**src/rtl/opendap_swd_line_seq_gen_pkg.sv**
```systemverilog
// Shared SWD line-sequence constants, command encodings and FSM state type.
// Used by both the sequence generator and the alert LFSR.
package opendap_swd_line_seq_gen_pkg;

  localparam int unsigned CNT_W           = 7;
  localparam int unsigned LFSR_W          = 7;
  localparam int unsigned RESET_LEN       = 50;
  localparam int unsigned PRE_HIGH_LEN    = 8;
  localparam int unsigned ALERT_START_LEN = 1;
  localparam int unsigned ALERT_LEN       = 127;
  localparam int unsigned POST_ALERT_LEN  = 4;
  localparam int unsigned ACT_LEN         = 8;
  localparam int unsigned RST_IDLE_LEN    = 2;
  localparam int unsigned S2D_SEL_LEN     = 16;

  localparam logic [ACT_LEN-1:0]     SELECT_D2S = 8'b0101_1000;
  localparam logic [S2D_SEL_LEN-1:0] SELECT_S2D = 16'b0011_1101_1100_0111;
  localparam logic [LFSR_W-1:0]      LFSR_INIT  = 7'b100_1001;
  localparam logic [LFSR_W-1:0]      LFSR_TAPS  = 7'b100_1011;

  typedef enum logic [1:0] {
    CMD_LINE_RESET = 2'd0,
    CMD_D2S        = 2'd1,
    CMD_S2D        = 2'd2,
    CMD_NOP        = 2'd3
  } cmd_t;

  typedef enum logic [3:0] {
    IDLE,
    PRE_HIGH,
    ALERT_START,
    ALERT,
    POST_ALERT,
    ACT,
    RST_HIGH,
    RST_IDLE,
    S2D_SEL
  } state_t;

  // Down-counter load value for a phase of len bits (counts len-1 .. 0).
  function automatic logic [CNT_W-1:0] cnt_load(input int unsigned len);
    return CNT_W'(len - 1);
  endfunction

endpackage

```
**src/rtl/opendap_swd_alert_lfsr.sv**
```systemverilog
// Selection-alert pseudo-random bit source; bit_out is the current LFSR LSB.
// load restarts the sequence, step advances it by one bit.
module opendap_swd_alert_lfsr
  import opendap_swd_line_seq_gen_pkg::*;
(
  input  logic swclk,
  input  logic rst,
  input  logic load,
  input  logic step,
  output logic bit_out
);

  logic [LFSR_W-1:0] r_lfsr;

  always_ff @(posedge swclk) begin
    if (rst || load) begin
      r_lfsr <= LFSR_INIT;
    end else if (step) begin
      r_lfsr <= {^(r_lfsr & LFSR_TAPS), r_lfsr[LFSR_W-1:1]};
    end
  end

  assign bit_out = r_lfsr[0];

endmodule

```
**src/rtl/opendap_swd_line_seq_gen.sv**
```systemverilog
// SWD host line-sequence generator: line reset, dormant-to-SWD and SWD-to-dormant.
// Outputs are registered from the next state so the first bit appears on the accept edge.
module opendap_swd_line_seq_gen
  import opendap_swd_line_seq_gen_pkg::*;
(
  input  logic       swclk,
  input  logic       rst,
  input  logic [1:0] cmd,
  input  logic       cmd_valid,
  output logic       cmd_ready,
  output logic       swdo,
  output logic       swdo_oe,
  output logic       busy,
  output logic       done,
  output logic       dormant
);

  state_t           r_state;
  logic [CNT_W-1:0] r_cnt;
  cmd_t             r_cmd;
  logic             r_swdo;
  logic             r_oe;
  logic             r_done;
  logic             r_busy;
  logic             r_cmd_ready;
  logic             r_dormant;

  state_t           w_state_nxt;
  logic [CNT_W-1:0] w_cnt_nxt;
  logic             w_accept;
  logic             w_nop_done;
  logic             w_seq_done;
  logic             w_swdo_nxt;
  logic             w_lfsr_load;
  logic             w_lfsr_step;
  logic             w_lfsr_bit;

  assign w_accept = cmd_valid && r_cmd_ready;

  opendap_swd_alert_lfsr u_alert_lfsr (
    .swclk   (swclk),
    .rst     (rst),
    .load    (w_lfsr_load),
    .step    (w_lfsr_step),
    .bit_out (w_lfsr_bit)
  );

  // State register plus registered line outputs and link-state tracking.
  always_ff @(posedge swclk) begin
    if (rst) begin
      r_state     <= IDLE;
      r_cnt       <= '0;
      r_cmd       <= CMD_NOP;
      r_swdo      <= 1'b0;
      r_oe        <= 1'b0;
      r_done      <= 1'b0;
      r_busy      <= 1'b0;
      r_cmd_ready <= 1'b1;
      r_dormant   <= 1'b0;
    end else begin
      r_state     <= w_state_nxt;
      r_cnt       <= w_cnt_nxt;
      r_swdo      <= w_swdo_nxt;
      r_oe        <= (w_state_nxt != IDLE);
      r_done      <= w_nop_done || w_seq_done;
      r_busy      <= (w_state_nxt != IDLE);
      r_cmd_ready <= (w_state_nxt == IDLE);
      if (w_accept) begin
        r_cmd <= cmd_t'(cmd);
      end
      if (w_seq_done) begin
        if (r_cmd == CMD_S2D) begin
          r_dormant <= 1'b1;
        end else if (r_cmd == CMD_D2S) begin
          r_dormant <= 1'b0;
        end
      end
    end
  end

  // Next state / counter, then the line value for the bit about to be presented.
  always_comb begin
    w_state_nxt = r_state;
    w_cnt_nxt   = r_cnt;
    w_nop_done  = 1'b0;
    w_seq_done  = 1'b0;
    w_swdo_nxt  = 1'b0;
    w_lfsr_load = 1'b0;
    w_lfsr_step = 1'b0;

    if (r_state == IDLE) begin
      if (w_accept) begin
        case (cmd_t'(cmd))
          CMD_LINE_RESET, CMD_S2D: begin
            w_state_nxt = RST_HIGH;
            w_cnt_nxt   = cnt_load(RESET_LEN);
          end
          CMD_D2S: begin
            w_state_nxt = PRE_HIGH;
            w_cnt_nxt   = cnt_load(PRE_HIGH_LEN);
          end
          default: begin
            w_nop_done = 1'b1;
          end
        endcase
      end
    end else if (r_cnt != '0) begin
      w_cnt_nxt = r_cnt - CNT_W'(1);
    end else begin
      case (r_state)
        PRE_HIGH: begin
          w_state_nxt = ALERT_START;
          w_cnt_nxt   = cnt_load(ALERT_START_LEN);
        end
        ALERT_START: begin
          w_state_nxt = ALERT;
          w_cnt_nxt   = cnt_load(ALERT_LEN);
        end
        ALERT: begin
          w_state_nxt = POST_ALERT;
          w_cnt_nxt   = cnt_load(POST_ALERT_LEN);
        end
        POST_ALERT: begin
          w_state_nxt = ACT;
          w_cnt_nxt   = cnt_load(ACT_LEN);
        end
        ACT: begin
          w_state_nxt = RST_HIGH;
          w_cnt_nxt   = cnt_load(RESET_LEN);
        end
        RST_HIGH: begin
          if (r_cmd == CMD_S2D) begin
            w_state_nxt = S2D_SEL;
            w_cnt_nxt   = cnt_load(S2D_SEL_LEN);
          end else begin
            w_state_nxt = RST_IDLE;
            w_cnt_nxt   = cnt_load(RST_IDLE_LEN);
          end
        end
        default: begin
          w_state_nxt = IDLE;
          w_cnt_nxt   = '0;
        end
      endcase
    end

    // LFSR holds the alert bit to present; reload as the start zero goes out.
    w_lfsr_load = (w_state_nxt == ALERT_START);
    w_lfsr_step = (w_state_nxt == ALERT);

    case (w_state_nxt)
      PRE_HIGH, RST_HIGH: w_swdo_nxt = 1'b1;
      ALERT:              w_swdo_nxt = w_lfsr_bit;
      ACT:                w_swdo_nxt = SELECT_D2S[w_cnt_nxt[2:0]];
      S2D_SEL:            w_swdo_nxt = SELECT_S2D[w_cnt_nxt[3:0]];
      default:            w_swdo_nxt = 1'b0;
    endcase

    w_seq_done = ((w_state_nxt == RST_IDLE) || (w_state_nxt == S2D_SEL)) &&
                 (w_cnt_nxt == '0);
  end

  assign cmd_ready = r_cmd_ready;
  assign swdo      = r_swdo;
  assign swdo_oe   = r_oe;
  assign busy      = r_busy;
  assign done      = r_done;
  assign dormant   = r_dormant;

endmodule

```
**config.mk**
```make
export PLATFORM = sky130hd
export DESIGN_NAME = opendap_swd_line_seq_gen
export DESIGN_NICKNAME = d
export VERILOG_FILES = /design/src/rtl/opendap_swd_line_seq_gen_pkg.sv /design/src/rtl/opendap_swd_alert_lfsr.sv /design/src/rtl/opendap_swd_line_seq_gen.sv
export SDC_FILE = /design/constraint.sdc
export NUM_CORES = 1
export LEC_CHECK = 0
export BUFFER_PORTS_ARGS = -buffer_cell sky130_fd_sc_hd__buf_2
export CAP_MARGIN = 20
export CORE_AREA = 3 3 60 62
export CTS_CLUSTER_DIAMETER = 60
export DETAILED_ROUTE_END_ITERATION = 12
export DIE_AREA = 0 0 63 65
export PLACE_DENSITY = 0.7
export SYNTH_ARGS = -nofsm -noshare
export SYNTH_HDL_FRONTEND = slang
export SYNTH_SLANG_ARGS = --single-unit
```
**constraint.sdc**
```tcl
create_clock -name swclk -period 2.85 [get_ports swclk]
set_input_delay 0.57 -clock swclk [delete_from_list [all_inputs] [get_ports swclk]]
set_output_delay 0.57 -clock swclk [all_outputs]
set_load 0.02 [all_outputs]
```
==> results.txt, run 1 <==
The flow ran to the end, and the final reports show no timing, DRC or antenna violations. Timing would allow up to 0.382 GHz. The total number of yosys warnings is 0. The path class of the tightest hold or removal check is reg2reg.

The length of the first detailed-routing pass in iterations came out at 4. The footprint of the multi-input gates came out at 0.00108 mm^2. The initial core utilization is 54.1%.

The hold path startpoint is u_alert_lfsr.r_lfsr[4]. In this run the worst path has a maximum fanout of 8. The power density of the placed cells is 1360 mW/mm^2.

The number of cells produced by synthesis is 199. In the global route stage, overall resource usage came out at ~20%. For the pin with the worst max-slew slack, the measured transition is 0.584 ns. Gates resized during post-CTS repair numbered 0. The total of hold buffers inserted after clock tree synthesis is 0.

The area growth from synthesis to final layout came out at 8.63%. In this run the deepest clock path goes through 2 buffers. The slowest stage of the critical path belongs to the cell dfxtp_1. The number of vias after detailed routing came out at 1546. The number of clock buffers added by TritonCTS is 3. The fraction of the yosys area taken by sequential cells is between 30% and 40%.

The length in cells of the worst reg-to-reg path is 10. The synthesized-area fraction occupied by and/or/nand/nor cells came out at between 20 and 30%. The number of antenna violations at the first check in global routing is 0. The library cell used most frequently in the layout, excluding fill and tap cells, is dfxtp_1. The worst register-to-register path begins at r_cnt[0]. The total core area came out at 0.00308 mm^2. The fraction of layout cells with a size suffix above 1 came out at 18.5%.

The total negative slack for setup checks came out at 0 ns. The kind of cell with the highest combined delay along the critical path is compound AO/OA/AOI/OAI gates. The setup clock skew after layout is 0.00479 ns. The total routed wirelength came out at 3920 um. The clock tree from TritonCTS is done. The count of fill cells added during filler insertion is 287. The routability congestion estimate from global placement is 0.970.

The die boundary height is 65 um. The number of enable flip-flop cells after synthesis is 0. At the end of the flow, the number of nets in the layout was 220. The async set-or-reset flop fraction in the synthesized netlist came out at 0%.

The number of diodes is 0. The internal portion of total power came out at about 1.3 mW. The fraction of power consumed by sequential logic came out at 21.6%. The pin count of the biggest net entering global routing came out at 21. In the layout the commonest cells are 25 x dfxtp_1, 23 x nor2_1, 14 x nand2_1, 11 x a31oi_1. The detail route stage leaves a number of antenna-violating nets equal to 0. The wire length of the first global-routing pass is 6660 um.

The required time of the critical path came out at 3.09 ns. The HPWL after detailed placement came out at 3000 um. The number of nets produced by synthesis is 207.

The delay of the slowest cell on the worst path came out at 0.42 ns. Port buffering added 10 buffers. By area, the combinational part of the netlist is dominated by simple AND/OR/NAND/NOR gates.

Among all flip-flop cells after synthesis, the most frequent one is dfxtp_1. The number of sinks handled by clock tree synthesis is 25. The number of different library cells used by synthesis comes to 59.

Setup repair after global routing left no endpoint under its margin. The area share of fa/ha/maj cells after synthesis came out at 2.25%. The number of cells on the worst hold path is 2.

The path type of the worst setup path is reg2reg. The number of design-rule violations left by the first detailed-router iteration is approximately 140. Setup violations remaining at the end of the flow were counted as 0. For hold timing, the worst endpoint is u_alert_lfsr.r_lfsr[3]. The die width came out at between 60 and 70 um. The finished cells cover 0.00181 mm^2. VDD sags by at most 0.000740 V. The sequential cells in the finished layout cover a total of around 500 um^2. The minimum setup slack among reg-to-reg paths came out at 0.23 ns. STA puts the critical path data arrival time at 2.86 ns. The total die area came out at 0.00410 mm^2.

The clock insertion delay at the later pin of the skew report came out at 0.32 ns. Dividing the detail-routed wire length by the instance count gives 15.4 um. The number of global-route vias before repair is roughly 1400.

The parity-gate share of the synthesized area counting xor and xnor cells is 2.10%. The minimum period implied by the final worst setup slack is around 2.6 ns. The multiplexer fraction of the synthesized cell area came out at 5.56%. The root buffer cell is clkbuf_4. Summed over all layers, the global routing overflow is 0. The critical path goes through inv_1 -> ha_1 -> nor4b_4 -> buf_4 -> and4_1 -> a211oi_2 -> a21boi_0 -> mux2_2 -> o22ai_1 -> o32ai_1. The analysis attributes to cell leakage a power of between 0.7 and 0.8 nW.

In this run the power spent charging and discharging nets is 1.20 mW. Post-CTS timing repair inserted 0 buffers for setup. The cell area after technology mapping came out at 0.00167 mm^2. The placed instance area came out at 0.00178 mm^2. STA classifies the critical path startpoint as a flop. The share of the synthesized area in compound gates (AO/OA/AOI/OAI) came out at about 26%. The clock network power share is 6.5%.

The endpoint identified for the worst register-to-register timing path is swdo. The headroom to the max-slew limit came out at 60.7%. The number of I/O pins is 11. The placement row count came out at 20.

The number of failing hold endpoints at the final stage came out at 0. Combinational logic burns a little under three quarters of the power. The worst setup path is captured at a flop. The synthesized flop and latch total came out at 25. The routed via count divided by cell count came out at 6.06. Of the total power, the share spent switching nets is 48.6%. The number of remaining DRC errors is 0. The final-report max-slew violation count came out at 0.

The post-route clock period utilization came out at about nine tenths. The clock-pin slew on the worst setup and hold paths came out at 0.13 ns. The buffering stage count on the worst path with inverters included is 2.

Across the run, the number of max-cap violations was 0. The average cell area after synthesis is 8.37 um^2. The maximum level of the CTS H-tree is 1.
==> layout make-up <==
class,count,area share (%)
flip-flops and latches,25,27.6
inverters,6,1.24
repair buffers,20,6.91
clock buffers,4,1.45
multi-input cells,156,59.7
well taps,44,3.04
==> state kept, by name, indices dropped and copies added, names as in the netlist, 2 cells and up <==
| name | flops |
|---|---|
| r_state | 4 |
| r_cmd | 2 |
| r_cnt | 7 |
| u_alert_lfsr.r_lfsr | 7 |
==> worst max path at each step <==
| stage | startpoint | to | slack, ns | cells past startpoint |
|---|---|---|---|---|
| 6_report | r_cnt[0] | swdo | 0.23 | 10 |
| 5_1_grt | r_cnt[0] | swdo | 0.02 | 10 |
| 3_5_place_dp | r_cnt[0] | u_alert_lfsr.r_lfsr[0] | 0.35 | 10 |
| 4_1_cts | r_cnt[0] | swdo | 0.26 | 10 |
| 2_1_floorplan | r_cnt[0] | swdo | 0.63 | 10 |
| 3_3_place_gp | r_cnt[0] | u_alert_lfsr.r_lfsr[0] | 0.41 | 10 |
==> routing by layer <==
| metal | global-route usage [%] | up-vias | wire (um) | share of wire [%] |
|---|---|---|---|---|
| li1 | - | 767 | - | - |
| met1 | 27.3 | 704 | 1780 | 45 |
| met2 | 32.3 | 60 | 1770 | 45 |
| met3 | 2.77 | 15 | 247 | 6.3 |
| met4 | 9.09 | 0 | 125 | 3.2 |
| met5 | 0 | - | 0 | 0 |
==> cell families after synthesis <==
kind of cell,Yosys count
AOI/OAI and AO/OA,59
xor gates and xnor gates,4
adders and majority gates,3
buffers and inverters,18
DFF,25
muxes,9
and+or+nand+nor,81
==> power by group through the flow <==
stage | Clock, mW | Sequential (mW) | Combinational, mW
after floorplan | 0 | 0.562 | 1.31
after global placement | 0 | 0.535 | 1.71
after detailed placement | 0 | 0.538 | 1.74
after CTS | 0.167 | 0.530 | 1.75
after global routing | 0.181 | 0.546 | 1.94
final | 0.159 | 0.532 | 1.77
==> cells in the mapped netlist, types with 3 or more instances <==
| cell | count | area, um^2 |
|---|---|---|
| dfxtp_1 | 25 | 500 |
| inv_1 | 6 | 22.5 |
| buf_2 | 5 | 25.0 |
| a211o_1 | 4 | 35.0 |
| mux2i_1 | 7 | 70.1 |
| a21oi_1 | 9 | 45.0 |
| nand3_1 | 5 | 25.0 |
| clkbuf_1 | 5 | 18.8 |
| nand2_1 | 14 | 52.6 |
| nand2b_1 | 4 | 25.0 |
| o221ai_1 | 4 | 35.0 |
| ha_1 | 3 | 37.5 |
| nor2_1 | 23 | 86.3 |
| o21ai_0 | 6 | 30.0 |
| a31oi_1 | 11 | 68.8 |
| a31o_2 | 3 | 26.3 |
| nor2b_1 | 7 | 43.8 |
==> per-stage QoR <==
stage               power [mW]  hold WS, ns  util (%)  setup slack [ns]  instances
floorplan                 1.87        0.441         -             0.628        199
global placement          2.25        0.457      58.0             0.413        251
detailed placement        2.27        0.460      58.0             0.351        251
CTS                       2.44        0.499      58.8             0.257        255
global route              2.66        0.529      58.8            0.0158        255
finish                    2.46        0.493      58.8             0.230        255
==> worst min-delay path, delay by kind of cell (launching register included) <==
family	cells	cell delay, ns
flip-flops	1	0.35
multiplexers	1	0.06
AND/OR/NAND/NOR	1	0.06
No activity file was read; power rests on OpenSTA's default activity.
==> run 2: changes to the inputs <==
--- a/config.mk
+++ b/config.mk
@@ -8,10 +8,13 @@
 export BUFFER_PORTS_ARGS = -buffer_cell sky130_fd_sc_hd__buf_2
 export CAP_MARGIN = 20
 export CORE_AREA = 3 3 60 62
+export CTS_BUF_LIST = sky130_fd_sc_hd__clkbuf_4
 export CTS_CLUSTER_DIAMETER = 60
 export DETAILED_ROUTE_END_ITERATION = 12
 export DIE_AREA = 0 0 63 65
 export PLACE_DENSITY = 0.7
+export REMOVE_ABC_BUFFERS = 1
+export SKIP_LAST_GASP = 1
 export SYNTH_ARGS = -nofsm -noshare
 export SYNTH_HDL_FRONTEND = slang
 export SYNTH_SLANG_ARGS = --single-unit
==> run 2 against run 1 <==
- die area did not move
- final area fell by 1.0%
- flip-flop and latch count did not move
- core utilization fell by 0.61 points
- critical path depth fell by 3
- routed wire length fell by 0.31%
- sequential power rose by 5.3%
- total power fell by 1.7%
- clock power rose by 4%
- non-clock buffer count fell by 3
- global-route usage fell by 0.22 points
- largest cell class unchanged
- highest routed layer unchanged
==> results.txt, run 2 (synthesis results as in run 1) <==
Pin placement for this block handled 11 I/O pins. The total die area is 0.00410 mm^2. Of the total power, registers draw between 20% and 30%. The post-CTS repair timing setup buffer count came out at 0. After clock tree synthesis, the repair step resized 0 gates. In this run the remaining antenna-violating nets after routing total 0.

STA classifies the critical path endpoint as a flop. The root buffer cell is clkbuf_4. The post-route clock period utilization is 92.8%. The fraction of layout cells with a size suffix above 1 is between 10% and 20%. Between clock sinks in the finished design, the worst skew comes to 0.0134 ns. In the layout the commonest cells are 25 x dfxtp_1, 23 x nor2_1, 14 x nand2_1, 11 x a31oi_1, 10 x buf_2. The clock-pin slew on the worst setup and hold paths is 0.12 ns.

The pin count of the biggest net entering global routing came out at 21. The final-report max-slew violation count came out at 0. The area growth from synthesis to final layout is 7.51%.

The total power consumption of the routed design came out at 2.42 mW. For this design the total switching power over the nets is 1.18 mW. The placement row count is 20. Counting along the longest clock path gives a buffer depth of 2.

The number of antenna violations at the first check in global routing is 0. The routability congestion estimate from global placement came out at between 0.9 and 1. The critical path is of the reg2reg type. The reported max-cap violation count is 0. The detailed router placed 1540 vias in this run. At the end of the flow, the number of nets in the layout was 217. The number of failing hold endpoints at the final stage is 0. The maximum net fanout on the critical path came out at 14.

The utilization of the core after routing is 58.2%. The largest registers in the layout are r_cnt x7, u_alert_lfsr.r_lfsr x7, r_state x4. The library cell used most frequently in the layout, excluding fill and tap cells, is dfxtp_1.

Setup repair after global routing left no endpoint under its margin. The maximum level of the CTS H-tree came out at 1. The worst setup path is launched from a flop.

The run finished with clean final reports. For the worst-skew pair, the clock arrives at the later sink with an insertion delay of 0.32 ns. The arrival time at the worst endpoint came out at approximately 2.9 ns. The initial core utilization is 54.1%. The number of sinks handled by clock tree synthesis is 25. The total negative slack for setup checks came out at 0 ns. The number of remaining DRC errors came out at 0. The worst pin sits at a relative slew slack of between 60% and 70%.

The HPWL after detailed placement is 2960 um. The minimum period implied by the final worst setup slack is 2.64 ns. The clock tree from TritonCTS is done.

The transition time at the pin with the least slew margin is 0.592 ns. The final cell count without fillers is 252. The number of global-route vias before repair was 1437. The count of fill cells added during filler insertion came out at 292. The total of hold buffers inserted after clock tree synthesis is 0. The number of diodes came out at 0. In this run the tool buffered the top-level ports with 10 buffer cells.

The part of the total power dissipated in combinational logic is 70.0%. The total core area came out at 0.00308 mm^2. The routed via count divided by cell count came out at 6.11. The cell count after placement is 248. Of the total power, the share spent switching nets is 48.7%. Data on the critical path is required at its endpoint by 3.08 ns. The clock buffer count from CTS is 3. The all-layer global routing usage came out at between 20% and 30%. The length of the first detailed-routing pass in iterations is 4. The leakage power total is 0.763 nW. Wires add up to 3910 um. The internal portion of total power came out at 1.24 mW. The achievable frequency is 0.378 GHz.

In the final routed layout, each cell accounts on average for 15.5 um. The first global-routing pass estimated 6680 um of wire. The die boundary height came out at 65 um. The type of the most critical hold path is reg2reg. The die width is 63 um.

The total of endpoints with negative setup slack in the final report came out at 0. For this block, the initial DRC count from the detailed router was 208. The clock network power share came out at between 6 and 7%. The total overflow reported by the global router came out at 0.

The worst-case IR drop observed on VDD is 0.000805 V. Dividing total power by cell area gives a power density of 1350 mW/mm^2.
## run 2: layout make-up
class | count | area, um^2 | share of cell area, %
clock buffer | 4 | 30.0 | 1.68
sequential | 25 | 500 | 27.9
inverter | 6 | 22.5 | 1.26
multi-input combinational | 156 | 1080 | 60.3
timing repair buffer | 17 | 103 | 5.73
tap | 44 | 55.1 | 3.07
## run 2: final timing paths
| kind | from | to | slack (ns) | cells past startpoint |
|---|---|---|---|---|
| max | r_state[3] | swdo | 0.21 | 7 |
| max reg2reg | r_state[3] | swdo | 0.21 | 7 |
| min | u_alert_lfsr.r_lfsr[4] | u_alert_lfsr.r_lfsr[3] | 0.50 | 2 |
| min reg2reg | u_alert_lfsr.r_lfsr[4] | u_alert_lfsr.r_lfsr[3] | 0.50 | 2 |
## run 2: critical path: stages (launching register included)
cell and delay, ns:
dfxtp_1 0.49, or4_1 0.70, a31oi_1 0.37, o21ai_0 0.16, o221ai_1 0.19, xor2_1 0.21, mux2_2 0.35, o32ai_1 0.10
## run 2: per-stage QoR
stage	hold slack, ns	cell area, um^2	setup slack [ns]
after global routing	0.516	1790	0.0396
final	0.497	1790	0.205
after global placement	0.453	1760	0.320
after detailed placement	0.473	1760	0.308
after CTS	0.502	1790	0.266
after floorplan	0.440	1600	0.387
## run 2: power groups by stage
| stage | Combinational, mW | Sequential [mW] | Clock, mW |
|---|---|---|---|
| detailed placement | 1.66 | 0.565 | 0 |
| global placement | 1.64 | 0.562 | 0 |
| finish | 1.69 | 0.560 | 0.166 |
| floorplan | 1.20 | 0.610 | 0 |
| global route | 1.86 | 0.575 | 0.184 |
| CTS | 1.67 | 0.558 | 0.169 |
## run 2: metal layers
layer / vias up / global-route usage, % / wire, um
li1: 756 / - / -
met1: 715 / 26.2 / 1760
met2: 65 / 34.7 / 1840
met3: 4 / 2.25 / 275
met4: 0 / 6.06 / 38
met5: - / 0 / 0
